===== src/rtl/uart_tx_queue.sv =====
// uart_tx_queue: FIFO-buffered UART transmitter that queues each new upstream byte once and sends it 8N1.
// Define UART_TX_PARITY_EN to add an even-parity bit (8E1, 11-bit frame).
`timescale 1ns/1ps
module uart_tx_queue #(
  parameter int CLKS_PER_BIT = 868,
  parameter int FIFO_DEPTH   = 4
) (
  input  logic       uart_clk,
  input  logic       rst,
  input  logic [7:0] output_data,
  output logic       data_in_ready,
  output logic       tx,
  output logic       tx_busy,
  output logic [2:0] fifo_count
);

  localparam int BW = (CLKS_PER_BIT > 1) ? $clog2(CLKS_PER_BIT) : 1;
  localparam int PW = (FIFO_DEPTH > 1) ? $clog2(FIFO_DEPTH) : 1;
  localparam int CW = $clog2(FIFO_DEPTH + 1);
  localparam logic [BW-1:0] BCNT_LAST = BW'(CLKS_PER_BIT - 1);
  localparam logic [CW-1:0] DEPTH_C   = CW'(FIFO_DEPTH);

  typedef enum logic [2:0] {
    S_IDLE,
    S_START,
    S_DATA,
`ifdef UART_TX_PARITY_EN
    S_PARITY,
`endif
    S_STOP
  } state_t;

  function automatic logic even_parity(input logic [7:0] b);
    return ^b;
  endfunction

  state_t        state_q, state_d;
  logic [BW-1:0] bcnt_q, bcnt_d;
  logic [2:0]    bidx_q, bidx_d;
  logic [7:0]    shift_q, shift_d;
  logic          tx_q, tx_d;
  logic          busy_q, busy_d;
  logic          rdy_q;
  logic          armed_q, armed_d;
  logic [7:0]    last_q, last_d;
  logic [PW-1:0] wptr_q, wptr_d, rptr_q, rptr_d;
  logic [CW-1:0] count_q, count_d;
  logic [7:0]    mem [FIFO_DEPTH];
  logic          push, pop, bit_end;

  // Accept side: a byte is queued once, then ignored until it changes or drops to zero.
  always_comb begin
    push    = armed_q && (output_data != 8'd0) && (count_q < DEPTH_C);
    armed_d = armed_q;
    last_d  = last_q;
    if (push) begin
      armed_d = 1'b0;
      last_d  = output_data;
    end else if ((output_data == 8'd0) || (output_data != last_q)) begin
      armed_d = 1'b1;
    end
    wptr_d = push ? wptr_q + PW'(1) : wptr_q;
    rptr_d = pop  ? rptr_q + PW'(1) : rptr_q;
    case ({push, pop})
      2'b10:   count_d = count_q + CW'(1);
      2'b01:   count_d = count_q - CW'(1);
      default: count_d = count_q;
    endcase
  end

  // Transmit FSM; the STOP bit's last cycle pops directly into START for gapless frames.
  always_comb begin
    state_d = state_q;
    bcnt_d  = bcnt_q;
    bidx_d  = bidx_q;
    shift_d = shift_q;
    pop     = 1'b0;
    bit_end = (bcnt_q == BCNT_LAST);
    case (state_q)
      S_IDLE: begin
        if (count_q != '0) begin
          pop     = 1'b1;
          shift_d = mem[rptr_q];
          bcnt_d  = '0;
          state_d = S_START;
        end
      end
      S_START: begin
        if (bit_end) begin
          bcnt_d  = '0;
          bidx_d  = '0;
          state_d = S_DATA;
        end else begin
          bcnt_d = bcnt_q + BW'(1);
        end
      end
      S_DATA: begin
        if (bit_end) begin
          bcnt_d = '0;
          if (bidx_q == 3'd7) begin
`ifdef UART_TX_PARITY_EN
            state_d = S_PARITY;
`else
            state_d = S_STOP;
`endif
          end else begin
            bidx_d = bidx_q + 3'd1;
          end
        end else begin
          bcnt_d = bcnt_q + BW'(1);
        end
      end
`ifdef UART_TX_PARITY_EN
      S_PARITY: begin
        if (bit_end) begin
          bcnt_d  = '0;
          state_d = S_STOP;
        end else begin
          bcnt_d = bcnt_q + BW'(1);
        end
      end
`endif
      S_STOP: begin
        if (bit_end) begin
          bcnt_d = '0;
          if (count_q != '0) begin
            pop     = 1'b1;
            shift_d = mem[rptr_q];
            state_d = S_START;
          end else begin
            state_d = S_IDLE;
          end
        end else begin
          bcnt_d = bcnt_q + BW'(1);
        end
      end
      default: state_d = S_IDLE;
    endcase
  end

  always_comb begin
    case (state_d)
      S_START:  tx_d = 1'b0;
      S_DATA:   tx_d = shift_d[bidx_d];
`ifdef UART_TX_PARITY_EN
      S_PARITY: tx_d = even_parity(shift_d);
`endif
      default:  tx_d = 1'b1;
    endcase
    busy_d = (state_d != S_IDLE) || (count_d != '0);
  end

  always_ff @(posedge uart_clk) begin
    if (rst) begin
      state_q <= S_IDLE;
      bcnt_q  <= '0;
      bidx_q  <= '0;
      tx_q    <= 1'b1;
      busy_q  <= 1'b0;
      rdy_q   <= 1'b0;
      armed_q <= 1'b1;
      last_q  <= '0;
      wptr_q  <= '0;
      rptr_q  <= '0;
      count_q <= '0;
    end else begin
      state_q <= state_d;
      bcnt_q  <= bcnt_d;
      bidx_q  <= bidx_d;
      tx_q    <= tx_d;
      busy_q  <= busy_d;
      rdy_q   <= push;
      armed_q <= armed_d;
      last_q  <= last_d;
      wptr_q  <= wptr_d;
      rptr_q  <= rptr_d;
      count_q <= count_d;
    end
  end

  // Datapath storage carries no reset; control state alone decides what is valid.
  always_ff @(posedge uart_clk) begin
    shift_q <= shift_d;
    if (push) mem[wptr_q] <= output_data;
  end

  assign data_in_ready = rdy_q;
  assign tx            = tx_q;
  assign tx_busy       = busy_q;
  assign fifo_count    = 3'(count_q);

endmodule


===== config.mk =====
export PLATFORM = sky130hd
export DESIGN_NAME = uart_tx_queue
export DESIGN_NICKNAME = d
export VERILOG_FILES = /design/src/rtl/uart_tx_queue.sv
export SDC_FILE = /design/constraint.sdc
export NUM_CORES = 1
export LEC_CHECK = 0
export ABC_CLOCK_PERIOD_IN_PS = 3700
export CORE_AREA = 3 3 77 86
export DETAILED_ROUTE_END_ITERATION = 10
export DIE_AREA = 0 0 80 89
export GPL_ROUTABILITY_DRIVEN = 0
export MAX_ROUTING_LAYER = met4
export PLACE_DENSITY = 0.75
export SYNTH_ARGS = -nofsm -noshare
export SYNTH_HDL_FRONTEND = slang
export SYNTH_SLANG_ARGS = --single-unit

===== constraint.sdc =====
create_clock -name uart_clk -period 3.7 [get_ports uart_clk]
set_input_delay 1.11 -clock uart_clk [delete_from_list [all_inputs] [get_ports uart_clk]]
set_output_delay 1.11 -clock uart_clk [all_outputs]
set_load 0.05 [all_outputs]

==> results of run 1 <==
[metal layers]
layer	routed length [um]	up-vias	part of all wire, %
met4	82	0	1.3
met2	3050	54	49
met3	252	9	4.1
met5	0	-	0
li1	-	1116	-
met1	2830	1108	46
[worst register-to-register path: stages, from the launching register on]
cell and delay [ns]:
dfxtp_1 0.40, ha_1 0.26, or4b_4 0.53, nor4_1 0.26, buf_4 0.17, nor2_1 0.05
nor2_2 0.18, ha_2 0.21, inv_1 0.05, fa_2 0.50, nor2b_2 0.14, a211oi_1 0.09
or4_1 0.48
[power groups by stage]
stage / clock network, uW / logic, uW / registers [uW]
floorplan: 0 / 608 / 1310
global placement: 0 / 886 / 1280
detailed placement: 0 / 907 / 1290
CTS: 591 / 912 / 1280
global route: 627 / 1020 / 1300
finish: 577 / 916 / 1280
[flip-flops by register name (all words and copies together) (netlist names), 2 cells and up, named ones only]
| register | cells |
|---|---|
| bcnt_q | 10 |
| bidx_q | 3 |
| fifo_count | 3 |
| last_q | 8 |
| mem | 32 |
| rptr_q | 2 |
| shift_q | 8 |
| state_q | 3 |
| wptr_q | 2 |
[synth_stat cells (3+ instances only)]
cell type | n | area share, %
dfxtp_1 | 45 | 26
nor2_1 | 33 | 3.6
edfxtp_1 | 32 | 28
nand2_1 | 15 | 1.6
mux2i_1 | 14 | 4.1
xor2_1 | 11 | 2.8
nand3_1 | 10 | 1.5
xnor2_1 | 9 | 2.3
mux4_2 | 8 | 5.3
ha_1 | 7 | 2.6
inv_1 | 7 | 0.77
mux2_1 | 7 | 2.3
nor2b_1 | 7 | 1.3
o21ai_0 | 7 | 1.0
and2_1 | 6 | 1.1
clkbuf_1 | 5 | 0.55
nor3_1 | 5 | 0.73
a21oi_1 | 4 | 0.59
nor4_1 | 4 | 0.73
buf_1 | 3 | 0.33
or4_1 | 3 | 0.66
[area by class of cell]
cell class	instances	area share (%)
Multi-Input combinational cell	193	38.3
Clock buffer	9	3.14
Inverter	7	0.667
Clock inverter	7	1.43
Timing Repair Buffer	31	6.83
Sequential cell	77	47.2
Tap cell	77	2.44
[final timing paths]
check	startpoint	end	slack [ns]	cells past startpoint
max	output_data[1]	tx_busy	0.12	11
min	shift_q[0]	shift_q[0]	0.47	1
max reg2reg	bcnt_q[0]	tx_busy	0.25	12
min reg2reg	shift_q[0]	shift_q[0]	0.47	1
[placed cells by master, fill, tap and decap left out, types with 5 or more instances in the layout]
cell | synthesis | layout
nand2_1 | 15 | 15
nand3_1 | 10 | 10
nor3_1 | 5 | 5
nor2b_1 | 7 | 6
edfxtp_1 | 32 | 32
mux4_2 | 8 | 8
mux2i_1 | 14 | 14
xnor2_1 | 9 | 9
o21ai_0 | 7 | 6
nor2_1 | 33 | 31
ha_1 | 7 | 6
buf_4 | 1 | 16
dfxtp_1 | 45 | 45
mux2_1 | 7 | 7
clkdlybuf4s50_1 | 0 | 14
xor2_1 | 11 | 11
clkbuf_8 | 0 | 9
and2_1 | 6 | 6
inv_1 | 7 | 7
[timing repair]
action,4_1_cts,5_1_grt
endpoints found under the setup margin,1,1
resized for setup,2,8
pin swaps,0,5
[per-stage QoR]
stage	utilization [%]	setup WS [ns]
after CTS	67.5	0.00467
after detailed placement	64.4	-0.428
after global placement	64.4	-0.374
after global routing	67.9	0.0299
after floorplan	-	0.169
final	67.9	0.124
[cell families after synthesis]
family | after synthesis | synth area share, %
other cells | 1 | 0.110
xor+xnor | 21 | 5.61
simple gates | 105 | 16.5
mux | 29 | 11.7
buf+inv | 18 | 2.16
compound gates | 29 | 6.20
fa+ha+maj | 8 | 3.15
flops | 77 | 54.5
==> impl_results.md, run 1 <==
* Post-synth EDFFs at 32
* Critical Path Source Type: primary input
* Leakage Power at about 0.0014 uW
* Layout fillers at between 400 and 500
* Die extent in y at 89 um
* Final setup fails at 0
* Top Ports at 16
* Via count at 2,287
* Initial core utilization at roughly three fifths
* Hold buffer count at CTS at 0
* Clock share of power at 20.8%
* Final wirelength at 6.22 mm
* Setup TNS at 0 ns
* Post-CTS Repair Setup Buffers at 0
* Int Power at 1820 uW
* Slowest CP cell: or4_4
* Slew HR at 58.4%
* Num CTS Buffers at 9
* HPWL Detailed at 4.44 mm
* Vias/cell at 5.70
* Status: finished clean
* Drc violations at 0
* Ys async rst share at 0%
* Placed Instances at just under 400
* Maxcap violations at 0
* CP most frequent cell: inv_1
* Final non-filler cell area at 3940 sq um
* Largest net degree at the start of global routing at 16
* Clock sink count at 77
* CTS H-tree depth at 3
* Max VDD drop at 458 uV
* Crit path max-delay family: simple AND/OR/NAND/NOR gates
* Clock buffer depth at 2
* Avg Cell Area, Syn at about 12 sq um
* Worst endpoint data arrival time at 3.81 ns
* Max Clock Skew at 0.00994 ns
* Routed Antenna Nets at 0
* Drt first pass iters at 4
* Gr usage total at 20.2%
* Clock latency on the worst-skew pair at 0.35 ns
* Initial antenna violation count at 0
* Nets at 337
* Max Freq at 280 MHz
* Post-synthesis instance total at around 290
* DR iter-0 viols at 132
* P&R area growth vs syn at 15.5%
* Setup CP Type: primary input to flip-flop
* Flops & latches, synth at 77
* DP Area at about 3700 sq um
* Clk slew on worst S/H paths at 0.08 ns
* Die Width at around 80 um
* Diode count at 0
* Register area at 1860 sq um
* Mapped Area at roughly 3400 sq um
* Sw Ratio at 34.3%
* Cells along the critical path: clkdlybuf4s50_1 > or4_4 > nor2_4 > nor3b_2 > inv_1 > ha_2 > inv_1 > fa_2 > nor2b_2 > a211oi_1 > or4_1
* Routing usage on met3 at 4.03%
* Final period utilization at between 90% and 100%
* Fin. Hold Viols at 0
* Multi-input logic area at 1510 sq um
* Fin Hold WS at around 0.47 ns
* Worst path max stage delay at 0.56 ns
* Root Buffer: clkbuf_8
* Req. time, crit path at 3.93 ns
* Global route overflow at 0
* Yosys cell types at 57
* Global Route met1 Usage at 25.6%
* Gr busiest metal: met2
* CP max FO at 2
* CTS tree: done
* Die Area at 7120 sq um
* Combinational group share of total power at 33.1%
* Slew Viols, Final at 0
* Syn_nets at 306
* Ys flop type: dfxtp_1
* Register area share after synthesis at 54.5%
* Final total power at 2770 uW
* IO buf count at 15
* Clock period minus worst slack at around 3.6 ns
* Grt met2 use at between 30% and 40%
* Psw at around 950 uW
* Worst hold path type: flip-flop to flip-flop
* Core area at approximately 5800 sq um
* First-pass GRT wire length at 10.5 mm
* Ys Warns at 0
* Sequential power share at 46.1%
* RSZ-0062 raised after global routing: false
* CP endpoint kind: flip-flop
* Worst-Margin Slew at 0.616 ns
* Buf/Inv on CP at 3
* Finished Layout Cells at 401
* Layout cells sized above 1 at ~17%
* Site Rows at 29
* Average routed wire per standard cell at 15.5 um
* Vias in the first global route at 2,271
* Pwr Density at 702 nW/um^2
No activity file was read; power rests on OpenSTA's default activity.
==> run 2, diff against run 1 <==
ABC_CLOCK_PERIOD_IN_PS = 4010   (was 3700)
clock period = 4.01 ns   (was 3.7 ns; I/O delays follow)
==> impl_results.md, run 2 (same netlist as run 1, synthesis figures left out) <==
* DR iter-0 viols at 119 (-9.8%)
* Drc violations at 0 (unchanged)
* Slew HR at 58.2% (-0.12 points)
* Largest registers in the final layout: mem x32, bcnt_q x10
* Initial antenna violation count at 0 (unchanged)
* RR Endpoint: tx_busy
* CP endpoint kind: flip-flop
* Layout cells sized above 1 at 14.6% (-2.7 points)
* Register with the most flip-flops: mem
* Vias in the first global route at 2,184 (-3.8%)
* Req. time, crit path at 4.23 ns (+0.30 ns)
* Worst hold path type: flip-flop to flip-flop
* FF-to-FF Start: bcnt_q[0]
* Hold Crit Endpoint: shift_q[1]
* Fin. Hold Viols at 0 (unchanged)
* Final wirelength at 6.11 mm (-1.8%)
* RSZ-0062 raised after global routing: false
* Max reg flops at 32 (unchanged)
* Site Rows at 29 (unchanged)
* Pwr Density at 664 nW/um^2 (-5.5%)
* R2r worst-path depth at 12 (unchanged)
* Clock buffer depth at 2 (unchanged)
* Vias/cell at 5.63 (-1.3%)
* HPWL Detailed at 4.39 mm (-1.2%)
* Largest net degree at the start of global routing at 23 (+7)
* Initial core utilization at 58.8% (unchanged)
* Post-CTS Repair Setup Buffers at 0 (unchanged)
* Core area at 5810 sq um (unchanged)
* Commonest non-fill, non-tap cells in the layout: dfxtp_1 (45), nor2_1 (33), edfxtp_1 (32)
* Die Width at 80 um (unchanged)
* Final setup fails at 0 (unchanged)
* Num CTS Buffers at 9 (unchanged)
* Gr usage total at 20.0% (-0.27 points)
* Final period utilization at 94.5%
* Worst-Margin Slew at 0.618 ns (+0.00180 ns)
* Routed Antenna Nets at 0 (unchanged)
* Clock sink count at 77 (unchanged)
* # resized after CTS at 0 (-2)
* Leakage Power at 0.00144 uW (+0.15%)
* First-pass GRT wire length at 10.3 mm (-1.8%)
* DP Area at 3720 sq um (-0.40%)
* Nets at 335 (-0.59%)
* Top Ports at 16 (unchanged)
* Core Util, Final at 67.7% (-0.24 points)
* Hold buffer count at CTS at 0 (unchanged)
* Die extent in y at 89 um (unchanged)
* Slew Viols, Final at 0 (unchanged)
* Status: finished clean
* Via count at 2,246 (-1.8%)
* CTS tree: done
* Most common cell after layout, fill and taps aside: dfxtp_1
* P&R area growth vs syn at 15.1%
* Clock period minus worst slack at 3.79 ns
* Global route overflow at 0 (unchanged)
* Cells along the critical path: clkdlybuf4s50_1 > or4_1 > nor2_1 > nor3b_2 > inv_1 > ha_1 > inv_1 > fa_1 > xor2_1 > o21ai_0 > a21oi_1 > or4_1
* Slowest CP cell: or4_1
* Maxcap violations at 0 (unchanged)
* CP max FO at 2 (unchanged)
* Worst path max stage delay at 0.51 ns (-0.05 ns)
* FF-to-FF setup slack at 0.32 ns (+0.07 ns)
* Max Clock Skew at 0.00959 ns (-0.000352 ns)
* Max VDD drop at 455 uV (-0.58%)
* Setup CP Type: primary input to flip-flop
* CTS H-tree depth at 3 (unchanged)
* Clk slew on worst S/H paths at 0.08 ns (about the same)
* Final non-filler cell area at 3930 sq um (-0.35%)
* Clock latency on the worst-skew pair at 0.34 ns (about the same)
* Worst endpoint data arrival time at 4.01 ns (+0.20 ns)
* Worst Hold Launch: shift_q[1]
* Post-Place Worst Slack at -0.128 ns (+0.300 ns)
* Max Freq at 264 MHz
* Critical Path Source Type: primary input
* Root Buffer: clkbuf_8
* Worst hold stages at 1 (unchanged)
* Die Area at 7120 sq um (unchanged)
* Setup WS post-layout at 0.219 ns (+0.0946 ns)
* Average routed wire per standard cell at 15.3 um (-1.3%)
* Drt first pass iters at 4 (unchanged)
* Diode count at 0 (unchanged)
* Fin Hold WS at 0.469 ns (+0.00242 ns)
* IO buf count at 15 (unchanged)
[run 2: layer usage]
layer | part of all wire, % | GRT usage [%] | vias to the layer above
li1 | - | - | 1104
met1 | 45 | 25.1 | 1054
met2 | 48 | 30.5 | 70
met3 | 3.9 | 3.53 | 18
met4 | 2.9 | 11.4 | 0
met5 | 0 | - | -
[run 2: how the worst max path moves through the flow]
| stage | start | to | slack, ns | cells past startpoint |
|---|---|---|---|---|
| 2_1_floorplan | output_data[3] | tx_busy | 0.39 | 11 |
| 3_3_place_gp | output_data[3] | tx_busy | -0.06 | 12 |
| 3_5_place_dp | output_data[3] | tx_busy | -0.13 | 12 |
| 4_1_cts | output_data[3] | tx_busy | 0.24 | 12 |
| 5_1_grt | output_data[0] | tx_busy | 0.06 | 12 |
| 6_report | output_data[0] | tx_busy | 0.22 | 12 |
[run 2: where the power goes]
group	internal, uW	total, uW	leakage, uW	switching, uW
combinational	395	833	0.000664	438
clock	297	600	0.000106	303
sequential	1040	1170	0.000666	131
[run 2: area by class of cell]
type	instances	area (sq um)
inverters	7	26.3
repair buffers	29	255
clock buffers	9	124
fillers	453	1880
flip-flops and latches	77	1860
well taps	77	96.3
multi-input cells	193	1480
clock inverters	7	81.3
[run 2: per-stage QoR]
stage,cells,setup TNS (ns),total power [uW]
3_3_place_gp,383,-0.0578,2000
2_1_floorplan,288,0,1770
3_5_place_dp,383,-0.128,2030
6_report,399,0,2610
5_1_grt,399,0,2770
4_1_cts,399,0,2630
[run 2: critical path, delay by kind of cell]
family,cells,cell delay (ns)
XOR/XNOR,1,0.15
AO/OA/AOI/OAI,2,0.27
adder cells (fa/ha/maj),2,0.53
buffers and inverters,3,0.60
AND/OR/NAND/NOR,4,1.25
==> run 3, diff against run 2 <==
REMOVE_ABC_BUFFERS = 1   (was unset)
==> impl_results.md, run 3 (same netlist as run 1, synthesis figures left out) <==
* Status: finished clean
* Commonest non-fill, non-tap cells in the layout: dfxtp_1 (45), nor2_1 (33), edfxtp_1 (32)
* Gr usage total at 20.5% (+0.53 points)
* Req. time, crit path at 4.25 ns (+0.02 ns)
* IO buf count at 15 (unchanged)
* Combinational group share of total power at 32.8% (+0.9 points)
* Critical Path End: tx_busy
* CTS H-tree depth at 3 (unchanged)
* Placed Instances at 383 (unchanged)
* Max reg flops at 32 (unchanged)
* Register with the most flip-flops: mem
* CP max FO at 2 (unchanged)
* Drt first pass iters at 4 (unchanged)
* Diode count at 0 (unchanged)
* CTS tree: done
* Final total power at 2540 uW (-2.7%)
* Global route overflow at 0 (unchanged)
* FF-to-FF setup slack at 0.35 ns (+0.03 ns)
* Final non-filler cell area at 3900 sq um (-0.61%)
* Nets at 335 (unchanged)
* Worst endpoint data arrival time at 4.01 ns (about the same)
* Num CTS Buffers at 9 (unchanged)
* Vias in the first global route at 2,283 (+4.5%)
* Clock share of power at 21.0% (-2.0 points)
* CP endpoint kind: flip-flop
* Max Clock Skew at 0.0107 ns (+0.00115 ns)
* Die Width at 80 um (unchanged)
* Average routed wire per standard cell at 15.6 um (+1.9%)
* RSZ-0062 raised after global routing: false
* FF-to-FF Start: bcnt_q[0]
* Core Util, Final at 67.2% (-0.41 points)
* Clock sink count at 77 (unchanged)
* Critical Path Start: output_data[4]
* Site Rows at 29 (unchanged)
* P&R area growth vs syn at 14.4%
* Core area at 5810 sq um (unchanged)
* Top Ports at 16 (unchanged)
* Largest registers in the final layout: mem x32, bcnt_q x10
* Slew Viols, Final at 0 (unchanged)
* Fin. Hold Viols at 0 (unchanged)
* Clock buffer depth at 2 (unchanged)
* Max Freq at 265 MHz (+0.54%)
* Via count at 2,267 (+0.93%)
* Slew HR at 56.7% (-1.6 points)
* Worst hold path type: flip-flop to flip-flop
* Clk slew on worst S/H paths at 0.08 ns (about the same)
* Leakage Power at 0.00141 uW (-1.6%)
* Die extent in y at 89 um (unchanged)
* R2r worst-path depth at 12 (unchanged)
* DP Area at 3720 sq um (unchanged)
* Int Power at 1670 uW (-3.9%)
* Setup CP Type: primary input to flip-flop
* Most common cell after layout, fill and taps aside: dfxtp_1
* Hold buffer count at CTS at 0 (unchanged)
* Root Buffer: clkbuf_8
* Layout cells sized above 1 at 14.6% (unchanged)
* Max VDD drop at 419 uV (-8.1%)
* # resized after CTS at 0 (unchanged)
* Final setup fails at 0 (unchanged)
* Clock latency on the worst-skew pair at 0.35 ns (about the same)
* RR Endpoint: tx_busy
* Pwr Density at 650 nW/um^2 (-2.1%)
* HPWL Detailed at 4.59 mm (+4.6%)
* Vias/cell at 5.68 (+0.93%)
* Finished Layout Cells at 399 (unchanged)
* Sw Ratio at 34.2% (+0.78 points)
* Psw at 868 uW (-0.47%)
* Worst-Margin Slew at 0.641 ns (+0.0233 ns)
* Sequential power share at 46.2% (+1.2 points)
* Initial core utilization at 58.8% (unchanged)
* Largest net degree at the start of global routing at 20 (-13%)
* Routed Antenna Nets at 0 (unchanged)
* Drc violations at 0 (unchanged)
* Clock period minus worst slack at 3.77 ns (-0.0203 ns)
* Final period utilization at 94.0% (-0.51 points)
* DR iter-0 viols at 174 (+46%)
* Die Area at 7120 sq um (unchanged)
* Post-CTS Repair Setup Buffers at 0 (unchanged)
* Initial antenna violation count at 0 (unchanged)
* Final wirelength at 6.22 mm (+1.9%)
* First-pass GRT wire length at 10.6 mm (+2.1%)
* Fin Hold WS at 0.468 ns (-0.00132 ns)
* Critical Path Source Type: primary input
* Maxcap violations at 0 (unchanged)
run 3: cell types whose count changed in the layout (fill, tap and decap cells not counted):
cell / change
inv_8: -1
bufinv_16: -1
clkinv_2: -1
clkinvlp_4: +3
run 3: worst min-delay path by stage:
stage / start / to / cells after the start
after CTS: shift_q[6] / shift_q[6] / 1
after floorplan: shift_q[0] / shift_q[0] / 1
after global placement: shift_q[0] / shift_q[0] / 1
after detailed placement: shift_q[6] / shift_q[6] / 1
after global routing: shift_q[1] / shift_q[1] / 1
final: shift_q[6] / shift_q[6] / 1
run 3: layer usage:
layer	global-route usage (%)	vias up	share of wire, %
met3	6.55	10	4.3
met4	6.91	0	1.6
li1	-	1102	-
met1	23.2	1116	42
met5	-	-	0
met2	34.5	39	52
run 3: worst max-delay path, cell delays in order:
cell and delay (ns):
clkdlybuf4s50_1 0.45, or4_1 0.51, nor2_1 0.19, nor3b_2 0.08, inv_1 0.09, ha_1 0.18, inv_1 0.06, fa_1 0.37
xor2_1 0.16, o21ai_0 0.15, a21oi_1 0.10, or4_1 0.46
run 3: final cells by class:
type | instances | area (sq um)
clock buffers | 9 | 124
clock inverters | 7 | 57.6
fillers | 469 | 1900
inverters | 7 | 26.3
multi-input cells | 193 | 1480
flip-flops and latches | 77 | 1860
well taps | 77 | 96.3
repair buffers | 29 | 255
run 3: power groups by stage:
| stage | combinational, uW | clock, uW | sequential (uW) |
|---|---|---|---|
| 6_report | 831 | 533 | 1170 |
| 5_1_grt | 918 | 576 | 1200 |
| 4_1_cts | 841 | 541 | 1170 |
| 3_5_place_dp | 839 | 0 | 1190 |
| 3_3_place_gp | 814 | 0 | 1180 |
| 2_1_floorplan | 524 | 0 | 1230 |
run 3: through the flow:
stage          setup slack [ns]  TNS, ns
2_1_floorplan            -0.198   -0.198
3_3_place_gp            -0.0357  -0.0357
3_5_place_dp             -0.135   -0.135
4_1_cts                   0.236        0
5_1_grt                  0.0855        0
6_report                  0.239        0
